$ cat src/rtl/stopwatch_bcd_counter.sv
// Stopwatch timekeeping core: prescaled tenth-second tick driving an M:SS.t BCD chain.
// Optional lap freeze is built only when STOPWATCH_LAP_EN is defined.
module stopwatch_bcd_counter #(
    parameter int unsigned TICK_DIV = 10_000_000,
    parameter int unsigned CNT_W    = 24
) (
    input  logic        clk,
    input  logic        reset,
    input  logic        start_stop,
    input  logic        clear,
    input  logic        lap,
    output logic [15:0] digits,
    output logic        running,
    output logic        rollover,
    output logic        frozen
);

    typedef enum logic [1:0] {StIdle, StRun, StPause} state_e;

    localparam logic [CNT_W-1:0] PrescLast = CNT_W'(TICK_DIV - 1);

    state_e           state_q;
    logic [CNT_W-1:0] presc_q;
    logic [3:0]       tenths_q, sec_units_q, sec_tens_q, min_q;
    logic             running_q, rollover_q;

    logic             tick;
    logic [4:0]       tenths_n, sec_units_n, sec_tens_n, min_n;
    logic [15:0]      live;

    // One BCD digit: wrap is detected before the add so the digit never leaves 0..max.
    function automatic logic [4:0] bcd_step(input logic [3:0] d, input logic cin,
                                            input logic [3:0] max);
        logic wrap;
        wrap = cin && (d == max);
        return {wrap, wrap ? 4'd0 : d + {3'b000, cin}};
    endfunction

    // Tick detection and the ripple-carry increment chain.
    always_comb begin
        tick        = (state_q == StRun) && (presc_q == PrescLast);
        tenths_n    = bcd_step(tenths_q, tick, 4'd9);
        sec_units_n = bcd_step(sec_units_q, tenths_n[4], 4'd9);
        sec_tens_n  = bcd_step(sec_tens_q, sec_units_n[4], 4'd5);
        min_n       = bcd_step(min_q, sec_tens_n[4], 4'd9);
    end

    assign live = {min_q, sec_tens_q, sec_units_q, tenths_q};

    // Run/pause FSM, prescaler, digit registers and registered status outputs.
    always_ff @(posedge clk) begin
        if (reset) begin
            state_q     <= StIdle;
            presc_q     <= '0;
            tenths_q    <= 4'd0;
            sec_units_q <= 4'd0;
            sec_tens_q  <= 4'd0;
            min_q       <= 4'd0;
            running_q   <= 1'b0;
            rollover_q  <= 1'b0;
        end else begin
            rollover_q <= 1'b0;
            unique case (state_q)
                StIdle, StPause: begin
                    // clear takes priority over start_stop outside RUN
                    if (clear) begin
                        state_q     <= StIdle;
                        running_q   <= 1'b0;
                        presc_q     <= '0;
                        tenths_q    <= 4'd0;
                        sec_units_q <= 4'd0;
                        sec_tens_q  <= 4'd0;
                        min_q       <= 4'd0;
                    end else if (start_stop) begin
                        state_q   <= StRun;
                        running_q <= 1'b1;
                    end
                end
                StRun: begin
                    presc_q <= tick ? '0 : presc_q + 1'b1;
                    if (tick) begin
                        tenths_q    <= tenths_n[3:0];
                        sec_units_q <= sec_units_n[3:0];
                        sec_tens_q  <= sec_tens_n[3:0];
                        min_q       <= min_n[3:0];
                        rollover_q  <= min_n[4];
                    end
                    if (start_stop) begin
                        state_q   <= StPause;
                        running_q <= 1'b0;
                    end
                end
                default: begin
                    state_q   <= StIdle;
                    running_q <= 1'b0;
                end
            endcase
        end
    end

    assign running  = running_q;
    assign rollover = rollover_q;

`ifdef STOPWATCH_LAP_EN
    logic        frozen_q;
    logic [15:0] snap_q;

    // Lap freeze: snapshot the live time on the freezing edge, release on second lap or clear.
    always_ff @(posedge clk) begin
        if (reset) begin
            frozen_q <= 1'b0;
            snap_q   <= 16'h0000;
        end else if (state_q == StRun) begin
            if (lap) begin
                frozen_q <= !frozen_q;
                if (!frozen_q) begin
                    snap_q <= live;
                end
            end
        end else if (clear) begin
            frozen_q <= 1'b0;
        end
    end

    assign digits = frozen_q ? snap_q : live;
    assign frozen = frozen_q;
`else
    logic unused_lap;
    assign unused_lap = lap;
    assign digits     = live;
    assign frozen     = 1'b0;
`endif

endmodule

$ cat config.mk
export PLATFORM = sky130hd
export DESIGN_NAME = stopwatch_bcd_counter
export DESIGN_NICKNAME = d
export VERILOG_FILES = /design/src/rtl/stopwatch_bcd_counter.sv
export SDC_FILE = /design/constraint.sdc
export NUM_CORES = 1
export LEC_CHECK = 0
export ABC_CLOCK_PERIOD_IN_PS = 2800
export BUFFER_PORTS_ARGS = -buffer_cell sky130_fd_sc_hd__buf_2
export CAP_MARGIN = 0
export CORE_MARGIN = 5
export CORE_UTILIZATION = 45
export DETAILED_ROUTE_END_ITERATION = 6
export HOLD_SLACK_MARGIN = 0.15
export PLACE_DENSITY = 0.66
export SYNTH_ARGS = -nofsm -noshare
export SYNTH_HDL_FRONTEND = slang
export SYNTH_SLANG_ARGS = --single-unit
$ cat constraint.sdc
create_clock -name clk -period 2.8 [get_ports clk]
set_clock_uncertainty 0.2 [all_clocks]
set_input_delay 0.56 -clock clk [delete_from_list [all_inputs] [get_ports clk]]
set_output_delay 0.56 -clock clk [all_outputs]
set_load 0.02 [all_outputs]
# After elaboration in Yosys (flattened, before gate mapping)
# Cells that the tools add are included.
[word_totals] latchBits=0 mem_bits_ro=0 memories=0 input_bits=5 elab_cells=62 ff_bits=44 mem_bits_rw=0 output_inout_bits=19
[classes] n_lt_le_gt_ge=0 n_eq_ne=11 add_sub_neg=5 shifts=0 muxes=24 mul=0 reduce_logical=12 div=0 bitwise=2
[op_table] op="$mux 24" n=2
[op_table] op="$pmux 24 s2" n=1
[op_table] op="$mux 4" n=9
[op_table] op="$pmux 4 s2" n=4
[op_table] op="$add 24x1->24 const B" n=1
[op_table] op="$eq 24x24->1 const B" n=1
[op_table] op="$add 4x1->4" n=4
[op_table] op="$eq 4x4->1 const B" n=3
[op_table] op="$mux 2" n=3
[op_table] op="$ne 2x2->1 const B" n=3
[op_table] op="$logic_and 1x1->1" n=5
[op_table] op="$eq 4x3->1 const B" n=1
[op_table] op="$pmux 2 s2" n=1
[op_table] op="$reduce_and 2->1" n=2
[op_table] op="$mux 1" n=3
[op_table] op="$ne 3x3->1 const B" n=1
[op_table] op="$reduce_and 3->1" n=1
[op_table] op="$reduce_or 3->1" n=1
[op_table] op="$eq 2x1->1 const B" n=1
[op_table] op="$eq 2x2->1 const B" n=1
[op_table] op="$logic_not 2->1" n=1
[op_table] op="$not 1->1" n=2
[op_table] op="$pmux 1 s2" n=1
[op_table] op="$reduce_bool 2->1" n=1
[op_table] op="$reduce_or 2->1" n=1

# Longest topological paths before layout
# Gate-level depths: netlist of run 1.
[logic_depth] word_depth=9 depth_mapped=10 mapped_depth_nobuf=10

# Least setup slack after synthesis of run 1
# No wires, ideal clock.
[synth_path] kind="reg2reg" startpoint="register presc_q[17]" endpoint="register sec_tens_q[3]" path_slack_ns=0.041 setup_time_ns=0.058 t_arrival_ns=2.501 path_buffers=0 required_ns=2.542 stages_incl_launch_ff=10 period_less_slack_ns=2.759 cell_sequence="dfxtp_1 or4b_4 nor4_1 nand2_1 nor2_1 ha_1 nand3_1 or2_2 a2111oi_0 a21o_1"
[synth_between] elab_chain_len=8 elab_cells_between_ends=11 classes_between="add/sub: 1; eq/ne: 2; mux: 3; reduce/logical: 5"
[synth_lines] item="from (decl)" line="23" rtl="logic [CNT_W-1:0] presc_q;"
[synth_lines] item="from (signal assigned)" line="80" rtl="presc_q <= tick ? '0 : presc_q + 1'b1;"
[synth_lines] item="$eq 24x24->1 (*)" line="41" rtl="tick = (state_q == StRun) && (presc_q == PrescLast);"
[synth_lines] item="$logic_and 1x1->1 (*)" line="41"
[synth_lines] item="$logic_and 1x1->1 (2 in a row)" line="35" rtl="wrap = cin && (d == max);"
[synth_lines] item="$add 4x1->4 or $logic_and 1x1->1 (tied branches)" line="36, 35"
[synth_lines] item="$mux 4" line="36" rtl="return {wrap, wrap ? 4'd0 : d + {3'b000, cin}};"
[synth_lines] item="$mux 4" line="81" rtl="if (tick) begin"
[synth_lines] item="$pmux 4 s2" line="63" rtl="unique case (state_q)"
[synth_lines] item="to (signal assigned)" line="84" rtl="sec_tens_q <= sec_tens_n[3:0];"
[synth_lines] item="to (decl)" line="24" rtl="logic [3:0] tenths_q, sec_units_q, sec_tens_q, min_q;"
# Mark *: on every way between the ends. The rest lies on a longest branch, timed or not. The select of a mux whose other input is x is not followed.
# A chain may end at the register's enable or synchronous reset.

# Worst setup path after layout of run 1
[layout_path] startpoint="register sec_units_q[1]" endpoint="register sec_tens_q[3]"
[layout_between] elab_chain_len=6 elab_cells_between_ends=7 classes_between="add/sub: 1; eq/ne: 1; mux: 3; reduce/logical: 2"
[layout_lines] item="from (decl)" line="24"
[layout_lines] item="from (signal assigned)" line="83" rtl="sec_units_q <= sec_units_n[3:0];"
[layout_lines] item="$eq 4x4->1 (*)" line="35"
[layout_lines] item="$logic_and 1x1->1 (*)" line="35"
[layout_lines] item="$add 4x1->4 or $logic_and 1x1->1 (tied branches)" line="36, 35"
[layout_lines] item="$mux 4 (*)" line="36"
[layout_lines] item="$mux 4 (*)" line="81"
[layout_lines] item="$pmux 4 s2 (*)" line="63"
# Marks and branches as above.

==> flow_summary.ini, run 1 <==
[grt]
grt_pass1_wl_mm = 9.35
globalRouteTotalUtil = 0.175
antenna_found_initial = 0
grt_max_degree = 14
grt-ovfl-total = 0
first_global_vias = 2098

[setup_path]
startpoint_type = flip-flop
cp_max_fo = 5
worstReg2RegEnd = sec_tens_q[3]
criticalPathCategory = reg -> reg
r2r.worst_path.cells = 8
cp.arrival_ps = 2690
cp.required_ps = 2850
reg2reg_from = sec_units_q[1]
rrSetupSlack_ps = 170
end_kind = flip-flop

[logic_synthesis]
synth_ff_type = dfxtp_1
ys_top_cells_by_area = dfxtp_1 37%, nor2_1 5.0%, ha_1 4.9%, a21oi_1 3.9%, nand3_1 3.5%
synth_cells = 276
synth_area_per_cell_um2 = 8.38
syn_nets = 290
syn_area_um2 = 2310
yosys.area.top_type = dfxtp_1
synth_top_area_frac = 0.372
ys_ff_latch = 43
yosysSeqAreaShare = 0.372
synth_cell_type_count = 52
synth_edf_count = 0
synthArstFlopShare = 0
synth_warnings = 0

[run]
drv_cap = 0

[finish]
nNetsFinal = 331
final_util = 0.555
drive_above_1_share = 0.214
syn_to_final_growth_pct = 21.0
diodes = 0
final_common_cell = dfxtp_1
final_cell_mix = 42 x dfxtp_1, 31 x nor2_1, 22 x buf_4

[sta]
timing.final.crit_share = 0.941
relSlewSlack = 0.520
finalHoldViolCount = 0
post-route-min-period_ps = 2630
fin_tns_setup_ps = 0
finalMaxSlewViolations = 0
rsz0062_at_grt = false
max_slew.worst_pin.slew_ps = 713
fmax_mhz = 380
setup_viol = 0

[clock_tree]
cts.path.max_buffers = 2
path_clk_slew_ps = 90
cts_tree = built
numClockSinks = 43
ctsHoldBuffers = 0
cts.htree.levels = 2
worst_skew_pair.late_latency_ps = 300
cts_buffers = 5
cts_root_buf = clkbuf_8

[power]
ir_worst_vdd_v = 0.000246
p_per_area_nw_per_um2 = 450
power.total_mw = 1.26
p_leak_nw = 0.995

[detailed_routing]
via_per_inst = 5.53
drt_iter0_drc = 60
drc = 0
wl_mm = 5.36
ant_nets = 0
drt-pass1-iter-count = 5
wl_per_cell_um = 13.8
via_count = 2146

[die]
num_io_pins = 24
core_um2 = 5040
initial_core_util = 0.459
die_h_um = 81.7
die_w_um = 81.7
rows = 26
dieArea_um2 = 6670

[status]
status = completed

[place]
gp_congestion = 0.832
place_hpwl_mm = 3.91
io_buffers = 21

[hold_path]
worstHoldPathType = reg -> reg
worstHoldEndpoint = min_q[3]
hold_depth = 2
hp-start = min_q[3]
[sequential cells by signal (all words and copies together) (netlist names)]
signal	flops
presc_q	24
min_q	4
sec_tens_q	4
sec_units_q	4
tenths_q	4
rollover	1
running	1
state_q	1
[worst max path at each step]
stage / from / end / slack (ps) / depth (start not counted)
after floorplan: presc_q[17] / sec_tens_q[3] / 40 / 9
after global placement: presc_q[17] / sec_tens_q[3] / -10 / 9
after detailed placement: presc_q[17] / sec_tens_q[3] / -10 / 9
after CTS: presc_q[17] / sec_tens_q[3] / 20 / 9
after global routing: presc_q[0] / tenths_q[2] / 10 / 12
final: sec_units_q[1] / sec_tens_q[3] / 170 / 8
[report_power, final]
part	switching (mW)	internal, mW
logic	0.0422	0.0200
clock network	0.223	0.357
registers	0.00284	0.614
[cell type report]
class	instances	area, um^2
multi-input cells	213	1410
clock buffers	6	72.6
fillers	502	2240
flip-flops and latches	43	862
inverters	11	41.3
repair buffers	43	270
well taps	70	87.6
clock inverters	2	60.1
[metal layers]
metal,vias to the layer above,global-route usage,share of wire
li1,1106,-,-
met1,1009,0.219,0.49
met2,27,0.304,0.47
met3,4,0.0406,0.033
met4,0,0.0449,0.0086
met5,-,0,0
[repair_timing]
item	4_1_cts	5_1_grt
endpoints found under the setup margin	1	3
setup buffers	0	0
pin swaps	0	3
resized for setup	1	7
[critical path, stage by stage (launching register included)]
cell and delay, ps:
dfxtp_1 350, or4bb_4 560, or2_2 310, nor2_1 130, ha_2 190, nand3_1 80
or2_2 290, a2111oi_2 350, a21o_1 120
[metrics by stage]
step	hold slack (ps)	cells	area [um^2]	setup WS (ps)
floorplan	251	276	2310	40.6
global placement	280	380	2630	-14.5
detailed placement	287	380	2630	-15.0
CTS	300	388	2770	19.5
global route	335	388	2800	11.0
finish	306	388	2800	165
[Yosys cell counts, drive strengths merged (3+ instances only)]
library cell	count
nand2	20
a31oi	4
a311oi	3
nand4	5
xnor2	9
a21o	3
a2111oi	3
o21ai	11
nand2b	4
a22oi	3
nand3	16
nor2	31
a41oi	3
nor3	7
a21oi	19
nor4b	4
ha	9
nor2b	4
or4bb	3
nor4	12
a22o	6
xor2	3
dfxtp	43
buf	4
or3	6
clkbuf	5
or2	5
inv	11
[cell families (layout without fill, tap and decap cells)]
logic type               Yosys count  count (layout)  synth area share
flip-flops                        43              43             0.372
XOR/XNOR                          12              12            0.0455
adder cells (fa/ha/maj)            9               9            0.0487
AO/OA/AOI/OAI                     62              62             0.185
buffers and inverters             20              62            0.0357
AND/OR/NAND/NOR                  129             129             0.311
other                              1               1           0.00162
(Power assumes the default switching activity.)
==> run 2: changes to the inputs <==
CORE_ASPECT_RATIO = 0.8   (was not set)
==> run 2 against run 1 <==
- routed wire length rose by 1.3%
- non-clock buffer count rose by 1
- register-to-register slack barely moved
- final cell count fell by 1.8%
- count of clock-buffer cells in the layout did not move
- critical path depth did not move
- largest cell class unchanged
==> flow_summary.ini, run 2 (synthesis gave the netlist of run 1 again) <==
[status]
status = completed

[clock_tree]
cts_root_buf = clkbuf_8
cts_tree = built
path_clk_slew_ps = 80
cts_buffers = 5
cts.htree.levels = 2
ctsHoldBuffers = 0
worst_skew_pair.late_latency_ps = 300
cts.path.max_buffers = 2
numClockSinks = 43

[setup_path]
cp.arrival_ps = 2690
crit_family = simple AND/OR/NAND/NOR gates
cp_max_fo = 5
crit_slowest_cell = or4bb_4
cp.required_ps = 2850
cp.depth = 8
max_stage_delay_ps = 540
r2r.worst_path.cells = 8
crit_chain = or4bb_4, or2_2, nor2_2, ha_1, nand3_1, or2_2, a2111oi_4, a21o_1
end_kind = flip-flop
timing.critical_path.mode_cell = or2_2
criticalPathCategory = reg -> reg
path_buf_inv = 0
startpoint_type = flip-flop

[power]
p_per_area_nw_per_um2 = 422
intPower_uw = 924
power.share.sequential = 0.519
p_leak_nw = 1.01
ir_worst_vdd_v = 0.000287
swShare = 0.221
power_switching_uw = 262
p_comb_frac = 0.054
pwr-share-clk = 0.426

[finish]
top_register = presc_q
final_cell_mix = 40 x dfxtp_1, 30 x nor2_1, 23 x buf_4
largest_reg_flops = 24
syn_to_final_growth_pct = 21.7
final_common_cell = dfxtp_1
nNetsFinal = 332
finalNonFillerCells = 381
diodes = 0
drive_above_1_share = 0.241

[die]
num_io_pins = 24
rows = 23
initial_core_util = 0.462
die_w_um = 90.1
core_um2 = 5010
die_h_um = 74.1
dieArea_um2 = 6680

[sta]
post-route-min-period_ps = 2650
fmax_mhz = 378
finalMaxSlewViolations = 0
relSlewSlack = 0.513
setup_ws_ps = 155
max_slew.worst_pin.slew_ps = 724
fin_hold_ws_ps = 302
rsz0062_at_grt = false
timing.final.crit_share = 0.945
setup_viol = 0
fin_tns_setup_ps = 0
finalHoldViolCount = 0

[grt]
grt_max_degree = 15
globalRouteTotalUtil = 0.165
grt-ovfl-total = 0
antenna_found_initial = 0
grt_pass1_wl_mm = 9.05
first_global_vias = 1894

[run]
drv_cap = 0

[place]
pre_cts_ws_ps = -149
placed_cells = 373
io_buffers = 21
place_hpwl_mm = 3.97
gp_congestion = 0.821

[detailed_routing]
wl_per_cell_um = 14.2
drt-pass1-iter-count = 4
wl_mm = 5.43
via_count = 2153
ant_nets = 0
drt_iter0_drc = 95
via_per_inst = 5.65
drc = 0

[hold_path]
hold_depth = 1
worstHoldPathType = reg -> reg
==> run 2: cell count changes in the layout (fill, tap and decap cells not counted), sizes merged <==
cell,delta
bufinv,-1
buf,+1
clkinv,+1
==> run 2: power by group through the flow <==
stage | logic (mW) | clock network, mW | registers, mW
after floorplan | 0.0398 | 0 | 0.631
after global placement | 0.0630 | 0 | 0.630
after detailed placement | 0.0632 | 0 | 0.631
after CTS | 0.0639 | 0.521 | 0.616
after global routing | 0.0714 | 0.541 | 0.617
final | 0.0646 | 0.505 | 0.616
==> run 2: worst reg2reg max path, cell delays in order (launching register included) <==
cell       delay (ps)
dfxtp_2           360
or4bb_4           540
or2_2             340
nor2_2            110
ha_1              160
nand3_1           100
or2_2             320
a2111oi_4         350
a21o_1            110
==> run 2: worst paths after layout <==
path,slack [ps],from,to
max,150,sec_units_q[3],sec_tens_q[3]
min,300,min_q[2],min_q[2]
max reg2reg,150,sec_units_q[3],sec_tens_q[3]
min reg2reg,300,min_q[2],min_q[2]
==> run 2: metal layers <==
metal,part of all wire,wire length (um),track usage,vias to the layer above
li1,-,-,-,1106
met1,0.53,2890,0.243,998
met2,0.40,2190,0.241,41
met3,0.048,262,0.0293,8
met4,0.015,82,0.0595,0
met5,0,0,0,-
==> run 2: repair_timing <==
action	in CTS	in global routing
endpoints found under the hold margin	0	0
setup buffers	0	0
pin swaps	0	3
gates resized for setup	4	12
endpoints found under the setup margin	2	5
==> run 2: layout make-up <==
cell class	count	area [um^2]
clock inverter	2	35.0
sequential	43	865
fill	489	2190
multi-input combinational	213	1440
clock buffer	6	82.6
tap	62	77.6
inverter	11	41.3
timing repair buffer	44	278
==> run 2: through the flow <==
stage                util  instance area, um^2  power (mW)
global route        0.562                 2810        1.23
finish              0.562                 2810        1.19
detailed placement  0.524                 2630       0.694
global placement    0.524                 2630       0.693
floorplan               -                 2310       0.671
CTS                 0.551                 2760        1.20
